$ cat src/rtl/mips_pkg.sv
// Shared fetch-stage types and constants.
// Imported by the fetch stage and its skid buffer.
package mips_pkg;

   typedef enum logic [1:0] {
      F_IDLE,
      F_WAIT,
      F_DROP
   } fetch_state_t;

   localparam int INSTR_W = 32;
   localparam logic [INSTR_W-1:0] NOP_INSTR = 32'h0000_0000;
   localparam int PC_STEP = 4;

endpackage

$ cat src/rtl/fetch_skid_buf.sv
// One-entry {instr,pc} holding buffer for a word
// that returned while decode could not take it.
module fetch_skid_buf
   import mips_pkg::*;
#(
   parameter int ADDR_W = 32,
   parameter int DATA_W = 32
) (
   input  logic              clk,
   input  logic              rst,
   input  logic              load,
   input  logic              unload,
   input  logic              flush,
   input  logic [DATA_W-1:0] in_instr,
   input  logic [ADDR_W-1:0] in_pc,
   output logic              full,
   output logic [DATA_W-1:0] out_instr,
   output logic [ADDR_W-1:0] out_pc
);

   // Entry register: flush beats load, load beats unload.
   always_ff @(posedge clk) begin
      if (rst || flush) begin
         full      <= 1'b0;
         out_instr <= DATA_W'(NOP_INSTR);
         out_pc    <= '0;
      end else if (load) begin
         full      <= 1'b1;
         out_instr <= in_instr;
         out_pc    <= in_pc;
      end else if (unload) begin
         full      <= 1'b0;
      end
   end

endmodule

$ cat src/rtl/fetch_stage.sv
// Instruction fetch: next-PC mux, single-outstanding
// imem handshake FSM and the IF/ID register.
module fetch_stage
   import mips_pkg::*;
#(
   parameter int              ADDR_W   = 32,
   parameter int              DATA_W   = 32,
   parameter logic [ADDR_W-1:0] RESET_PC = '0
) (
   input  logic              clk,
   input  logic              rst,
   input  logic [ADDR_W-1:0] pc_address,
   output logic [ADDR_W-1:0] next_address,
   input  logic              redirect_valid,
   input  logic [ADDR_W-1:0] redirect_target,
   input  logic              stall_id,
   output logic              imem_req,
   output logic [ADDR_W-1:0] imem_addr,
   input  logic              imem_gnt,
   input  logic              imem_rvalid,
   input  logic [DATA_W-1:0] imem_rdata,
   output logic              if_valid,
   output logic [DATA_W-1:0] if_instr,
   output logic [ADDR_W-1:0] if_pc,
   output logic [ADDR_W-1:0] if_pc_plus4
);

   fetch_state_t      state_q;
   fetch_state_t      state_d;
   logic [ADDR_W-1:0] req_pc;
   logic              id_can;
   logic              ret_fits;
   logic              resp_keep;
   logic              accept;
   logic              skid_full;
   logic              skid_load;
   logic              skid_unload;
   logic [DATA_W-1:0] skid_instr;
   logic [ADDR_W-1:0] skid_pc;

   assign id_can    = !if_valid || !stall_id;
   assign ret_fits  = id_can && !skid_full;
   assign resp_keep = (state_q == F_WAIT) && imem_rvalid
                      && !redirect_valid;
   assign imem_addr = {pc_address[ADDR_W-1:2], 2'b00};

   assign skid_load   = resp_keep && !ret_fits;
   assign skid_unload = id_can && skid_full && !redirect_valid;

   // Request issue, PC steering and FSM next state.
   always_comb begin
      imem_req     = 1'b0;
      accept       = 1'b0;
      next_address = pc_address;
      state_d      = state_q;

      imem_req = !rst && !redirect_valid && !skid_full
                 && ((state_q == F_IDLE)
                     || (imem_rvalid && ret_fits));
      accept   = imem_req && imem_gnt;

      if (rst)
         next_address = RESET_PC;
      else if (redirect_valid)
         next_address = redirect_target;
      else if (accept)
         next_address = pc_address + ADDR_W'(PC_STEP);

      unique case (state_q)
         F_IDLE: begin
            if (accept)
               state_d = F_WAIT;
         end
         F_WAIT: begin
            if (redirect_valid)
               state_d = imem_rvalid ? F_IDLE : F_DROP;
            else if (imem_rvalid)
               state_d = accept ? F_WAIT : F_IDLE;
         end
         F_DROP: begin
            if (imem_rvalid)
               state_d = accept ? F_WAIT : F_IDLE;
         end
         default: state_d = F_IDLE;
      endcase
   end

   // FSM state and address of the outstanding request.
   always_ff @(posedge clk) begin
      if (rst) begin
         state_q <= F_IDLE;
         req_pc  <= '0;
      end else begin
         state_q <= state_d;
         if (accept)
            req_pc <= pc_address;
      end
   end

   // IF/ID register: redirect flushes, skid drains first.
   always_ff @(posedge clk) begin
      if (rst || redirect_valid) begin
         if_valid    <= 1'b0;
         if_instr    <= DATA_W'(NOP_INSTR);
         if_pc       <= '0;
         if_pc_plus4 <= '0;
      end else if (id_can) begin
         if (skid_full) begin
            if_valid    <= 1'b1;
            if_instr    <= skid_instr;
            if_pc       <= skid_pc;
            if_pc_plus4 <= skid_pc + ADDR_W'(PC_STEP);
         end else if (resp_keep) begin
            if_valid    <= 1'b1;
            if_instr    <= imem_rdata;
            if_pc       <= req_pc;
            if_pc_plus4 <= req_pc + ADDR_W'(PC_STEP);
         end else begin
            if_valid    <= 1'b0;
            if_instr    <= DATA_W'(NOP_INSTR);
            if_pc       <= '0;
            if_pc_plus4 <= '0;
         end
      end
   end

   fetch_skid_buf #(
      .ADDR_W (ADDR_W),
      .DATA_W (DATA_W)
   ) u_skid (
      .clk       (clk),
      .rst       (rst),
      .load      (skid_load),
      .unload    (skid_unload),
      .flush     (redirect_valid),
      .in_instr  (imem_rdata),
      .in_pc     (req_pc),
      .full      (skid_full),
      .out_instr (skid_instr),
      .out_pc    (skid_pc)
   );

endmodule
$ cat config.mk
export PLATFORM = sky130hd
export DESIGN_NAME = fetch_stage
export DESIGN_NICKNAME = d
export VERILOG_FILES = /design/src/rtl/mips_pkg.sv /design/src/rtl/fetch_skid_buf.sv /design/src/rtl/fetch_stage.sv
export SDC_FILE = /design/constraint.sdc
export NUM_CORES = 1
export LEC_CHECK = 0
export ABC_AREA = 1
export CORE_ASPECT_RATIO = 2
export CORE_MARGIN = 3
export CORE_UTILIZATION = 30
export CTS_CLUSTER_SIZE = 28
export DETAILED_ROUTE_END_ITERATION = 10
export SLEW_MARGIN = 15
export SYNTH_ARGS = -nofsm -noshare
export SYNTH_HDL_FRONTEND = slang
export SYNTH_HIERARCHICAL = 1
export SYNTH_SLANG_ARGS = --single-unit
export TNS_END_PERCENT = 1
$ cat constraint.sdc
create_clock -name clk -period 4.5 [get_ports clk]
set_clock_uncertainty 0.2 [all_clocks]
set_input_delay 0.45 -clock clk [delete_from_list [all_inputs] [get_ports clk]]
set_output_delay 0.45 -clock clk [all_outputs]
set_load 0.005 [all_outputs]
Yosys cells after proc, flatten, opt, wreduce, memory -nomap -nowiden
Index checks and enable logic that the tools add are counted.
{"block": "totals", "regBits": 196, "input_bits": 102, "elab_cells": 56}
{"block": "op_classes", "addsub": 3, "n_eq_ne": 3, "n_mux": 19, "n_reduce_logical": 22}
{"op": "2-to-1 mux 32 bit", "n": 9}
{"op": "adder 32 x 3 -> 32 bit (second input constant)", "n": 3}
{"op": "logical AND 1 bit", "n": 11}
{"op": "2-to-1 mux 2 bit", "n": 4}
{"op": "logical NOT 1 bit", "n": 6}
{"op": "one-hot mux 2 bit (3 select lines)", "n": 1}
{"op": "2-to-1 mux 1 bit", "n": 5}
{"op": "logical OR 1 bit", "n": 3}
{"op": "== test 2 x 1 -> 1 bit (second input constant)", "n": 1}
{"op": "== test 2 bit (second input constant)", "n": 1}
{"op": "logical NOT 2 bit", "n": 1}
{"op": "!= test 2 bit (second input constant)", "n": 1}
{"op": "nonzero test 2 bit", "n": 1}

Logic depth before layout (Yosys ltp)
{"block": "depth", "ltp_word": 11, "ltp_mapped": 11, "mapped_depth_nobuf": 11}

Hierarchy
The synthesis kept the hierarchy.
{"mod": "fetch_stage", "instances": 1, "cells_each": 1496, "area_each_um2": 8737.1}
{"mod": "fetch_skid_buf", "instances": 1, "cells_each": 285, "area_each_um2": 2357.3}

Least setup slack after synthesis
Ideal clock, no wire load.
{"block": "synth_timing", "kind": "input -> output", "from": "in redirect_valid", "to": "out next_address[27]", "t_arrival_ps": 1488, "required_ps": 3850, "slack_ps": 2362, "path_stages": 10, "path_buffers": 3, "cell_sequence": "buf_4 > clkinv_2 > nand2_2 > nor2_2 > nand3_2 > buf_6 > buf_6 > nand2_1 > nand2_1 > a21oi_1"}
{"block": "synth_via", "elab_chain_len": 8}
{"element": "start: declaration", "line_no": "fetch_stage.sv:14", "rtl": "input logic redirect_valid,"}
{"element": "logical NOT 1 bit", "line_no": "fetch_stage.sv:57", "rtl": "imem_req = !rst && !redirect_valid && !skid_full"}
{"element": "logical AND 1 bit (2 in a row)", "line_no": "fetch_stage.sv:57"}
{"element": "logical AND 1 bit", "line_no": "fetch_stage.sv:58", "rtl": "&& ((state_q == F_IDLE)"}
{"element": "logical AND 1 bit", "line_no": "fetch_stage.sv:60", "rtl": "accept = imem_req && imem_gnt;"}
{"element": "2-to-1 mux 32 bit", "line_no": "fetch_stage.sv:66", "rtl": "else if (accept)"}
{"element": "2-to-1 mux 32 bit *", "line_no": "fetch_stage.sv:64", "rtl": "else if (redirect_valid)"}
{"element": "2-to-1 mux 32 bit *", "line_no": "fetch_stage.sv:62", "rtl": "if (rst)"}
{"element": "end: declaration", "line_no": "fetch_stage.sv:13", "rtl": "output logic [ADDR_W-1:0] next_address,"}
Mark *: on every way between the ends. The rest lies on a longest branch, timed or not.

Final worst setup path
{"block": "layout_timing", "from": "in pc_address[4]", "to": "out next_address[29]"}
{"block": "layout_via", "elab_chain_len": 4}
{"element": "start: declaration", "line_no": "fetch_stage.sv:12", "rtl": "input logic [ADDR_W-1:0] pc_address,"}
{"element": "adder 32 x 3 -> 32 bit", "line_no": "fetch_stage.sv:67", "rtl": "next_address = pc_address + ADDR_W'(PC_STEP);"}
{"element": "2-to-1 mux 32 bit", "line_no": "fetch_stage.sv:66"}
{"element": "2-to-1 mux 32 bit", "line_no": "fetch_stage.sv:64"}
{"element": "2-to-1 mux 32 bit", "line_no": "fetch_stage.sv:62"}
Every way passes these cells.

==> run_results.csv <==
group,metric,value,unit
drt,drt_iter0_markers,664,
synth,synthCells,1781,
floorplan,io-pin-count,264,
synth,synth_top_area_share,35.0,%
synth,avgSynthCellArea,6.23,sq um
worst_hold_path,min_path_type,"flop to flop",
cells_and_area,drive_gt1_share,5.11,%
clock_tree,cts_resized,0,
global_route,grt_max_degree,74,
pwr,p_per_area,260,nW/um^2
timing,rsz0062_at_grt,"no",
pwr,total_leakage_power,5.10,nW
floorplan,die_w,142,um
cells_and_area,regArea,3880,sq um
timing,post-route-period-util,81.1,%
clock_tree,root_buffer,"clkbuf_16",
synth,synth_area,11100,sq um
timing,holdWs,0.262,ns
floorplan,start_util,30.4,%
placed_design,placed_cells,2399,
drt,wl_per_cell,18.1,um
cells_and_area,diodes,0,
drt,via_per_inst,4.93,
clock_tree,cts_buffer_depth,2,
pwr,power,3.73,mW
timing,drv_slew,0,
timing,setup_viol,0,
global_route,overflow,0,
synth,postSynthRegisterBits,194,
timing,worst_pin_slew,0.946,ns
setup_path,crit_type,"input pin to primary output",
cells_and_area,multi_input_area,6040,sq um
clock_tree,numCtsBuffers,17,
timing,period_minus_slack,3.65,ns
timing,tns,0,ns
cells_and_area,finalInstanceArea,14300,sq um
status,status,"complete, no violations",
setup_path,crit_required,3.85,ns
placed_design,dpl.hpwl,33500,um
global_route,grt_pass1_vias,11600,
drt,wl,43900,um
cells_and_area,nNetsFinal,2069,
cells_and_area,instances_no_fill,2430,
synth,synth_area_leaders,"dfxtp_1, nand2_1, nor2_1",
placed_design,gp_congestion,0.970,
timing,max_freq,0.274,GHz
timing,slew-limit-headroom,36.9,%
placed_design,dpl_cell_area,13700,sq um
global_route,antenna_found_initial,0,
synth,yosysTopAreaCell,"dfxtp_1",
synth,synth-edff-count,0,
clock_tree,insertion_delay,0.45,ns
clock_tree,clk_pin_slew,0.07,ns
timing,fin_ws,0.851,ns
setup_path,start_kind,"input pin",
setup_path,endpoint_kind,"primary output",
synth,synth-seq-area-share,35.0,%
floorplan,die_area,39500,sq um
drt,drcViolationCount,0,
synth,netlist-cell-type-count,40,
cells_and_area,nFillCells,3931,
placed_design,pre_cts_slack,0.871,ns
clock_tree,hold_buffers,0,
global_route,grtUsageTotal,21.6,%
floorplan,die_h,278,um
drt,firstDrtPassIters,7,
drt,drtAntennaViolNets,0,
cells_and_area,area_delta_synth_final,29.2,%
global_route,grt_pass1_wl,65800,um
cells_and_area,finalCoreUtilization,39.2,%
job,cap_violations,0,
synth,yosysWarnings,6,
pwr,ir_worst_vdd,0.247,mV
timing,finalHoldViolCount,0,
setup_path,crit_arrival,3.00,ns
placed_design,place.port_buffers,261,
clock_tree,htree_levels,4,
floorplan,rows,99,
synth,async_reset_ff_share,0,%
synth,synth_ff_type,"dfxtp_1",
clock_tree,cts_setup_buffers,0,
clock_tree,clkSinkCount,194,
clock_tree,tritoncts,"done",
setup_path,path_max_fanout,6,
floorplan,coreArea,36500,sq um
drt,vias,12000,
## cell usage in the layout, fill, tap and decap left out, types with 3 or more instances in the layout
cell               n
nand4_1            8
ha_1               3
inv_1            107
nand2_1          687
or2_2              4
buf_4             19
nand2_2            4
o21ai_0           92
clkbuf_16         17
clkinv_2           4
nor2_2            10
a31oi_1           66
nand3_1           78
nor3_1             5
o211ai_1           5
xor2_1            17
a21oi_2           14
inv_6              3
buf_12             3
nor2_1           204
nand3b_1           9
inv_2              4
dfxtp_1          194
clkdlybuf4s50_1  261
xnor2_1            5
clkinvlp_4         3
nor2_4             3
a21oi_1          125
## layer usage
layer  share of wire (%)  wire, um  vias up  global-route usage (%)
met2                  54     23800      431                    42.0
met5                   0         0        -                       0
met1                  36     15600     5428                    21.2
met4                 5.8      2550        0                    12.2
li1                    -         -     6037                       -
met3                 4.4      1930       96                    2.84
## logic make-up after synthesis
logic type	after synthesis	share of synthesized area, %
adder cells (fa/ha/maj)	3	0.338
AND/OR/NAND/NOR	1018	36.7
buffers and inverters	234	10.8
AO/OA/AOI/OAI	309	15.5
XOR/XNOR	22	1.74
flip-flops	194	35.0
other	1	0.0338
## final cells by class
cell class / instances / share of cell area (%)
Multi-Input combinational cell: 1354 / 42.2
Sequential cell: 194 / 27.1
Timing Repair Buffer: 283 / 19.6
Tap cell: 454 / 3.96
Clock buffer: 18 / 3.06
Inverter: 114 / 3.02
Clock inverter: 13 / 1.05
## state kept, by name, indices dropped and copies added, names as in the netlist
| register | cells |
|---|---|
| u_skid/out_pc | 32 |
| u_skid/out_instr | 32 |
| if_valid | 1 |
| u_skid/full | 1 |
| if_instr | 32 |
| state_q | 2 |
| req_pc | 32 |
| if_pc_plus4 | 30 |
| if_pc | 32 |
## power by group
group	internal (mW)	switching [mW]	total, mW
registers	1.73	0.0298	1.76
logic	0.195	0.204	0.399
clock network	0.842	0.726	1.57
## cells in the mapped netlist (2+ instances only)
cell      number
nand3b_1       9
nor3_1         5
xnor2_1        5
ha_1           3
buf_1         10
inv_1        107
clkbuf_1      35
nor2_2        10
dfxtp_1      194
nand2_1      688
buf_2         11
buf_4         49
o21ai_0       92
a21oi_2       14
nand2_2        4
nand4_1        8
buf_6         15
a21oi_1      125
clkinv_2       2
nand3_1       78
o211ai_1       5
a31oi_1       66
inv_2          4
nor2_1       206
o21ai_1        2
xor2_1        17
or2_2          4
## critical path, stage by stage
cell and delay [ns]:
clkdlybuf4s50_1 0.64, nand2_1 0.14, nor2_1 0.27, inv_1 0.07
nor2_1 0.43, nand2_1 0.11, nand2_1 0.07, nand2_1 0.05
nand2_1 0.05, nand2_1 0.05, a21oi_1 0.12, clkdlybuf4s50_1 0.53
## path summary, 6_finish.rpt
path / startpoint / endpoint / slack [ns] / cells after the start
worst max register to register: req_pc[2] / if_pc_plus4[18] / 1.93 / 10
worst min register to register: u_skid/out_instr[9] / u_skid/out_instr[9] / 0.26 / 2
worst max-delay path: pc_address[4] / next_address[29] / 0.85 / 12
worst min-delay path: u_skid/out_instr[9] / u_skid/out_instr[9] / 0.26 / 2
Note: power is estimated with default switching activity, not from simulation.
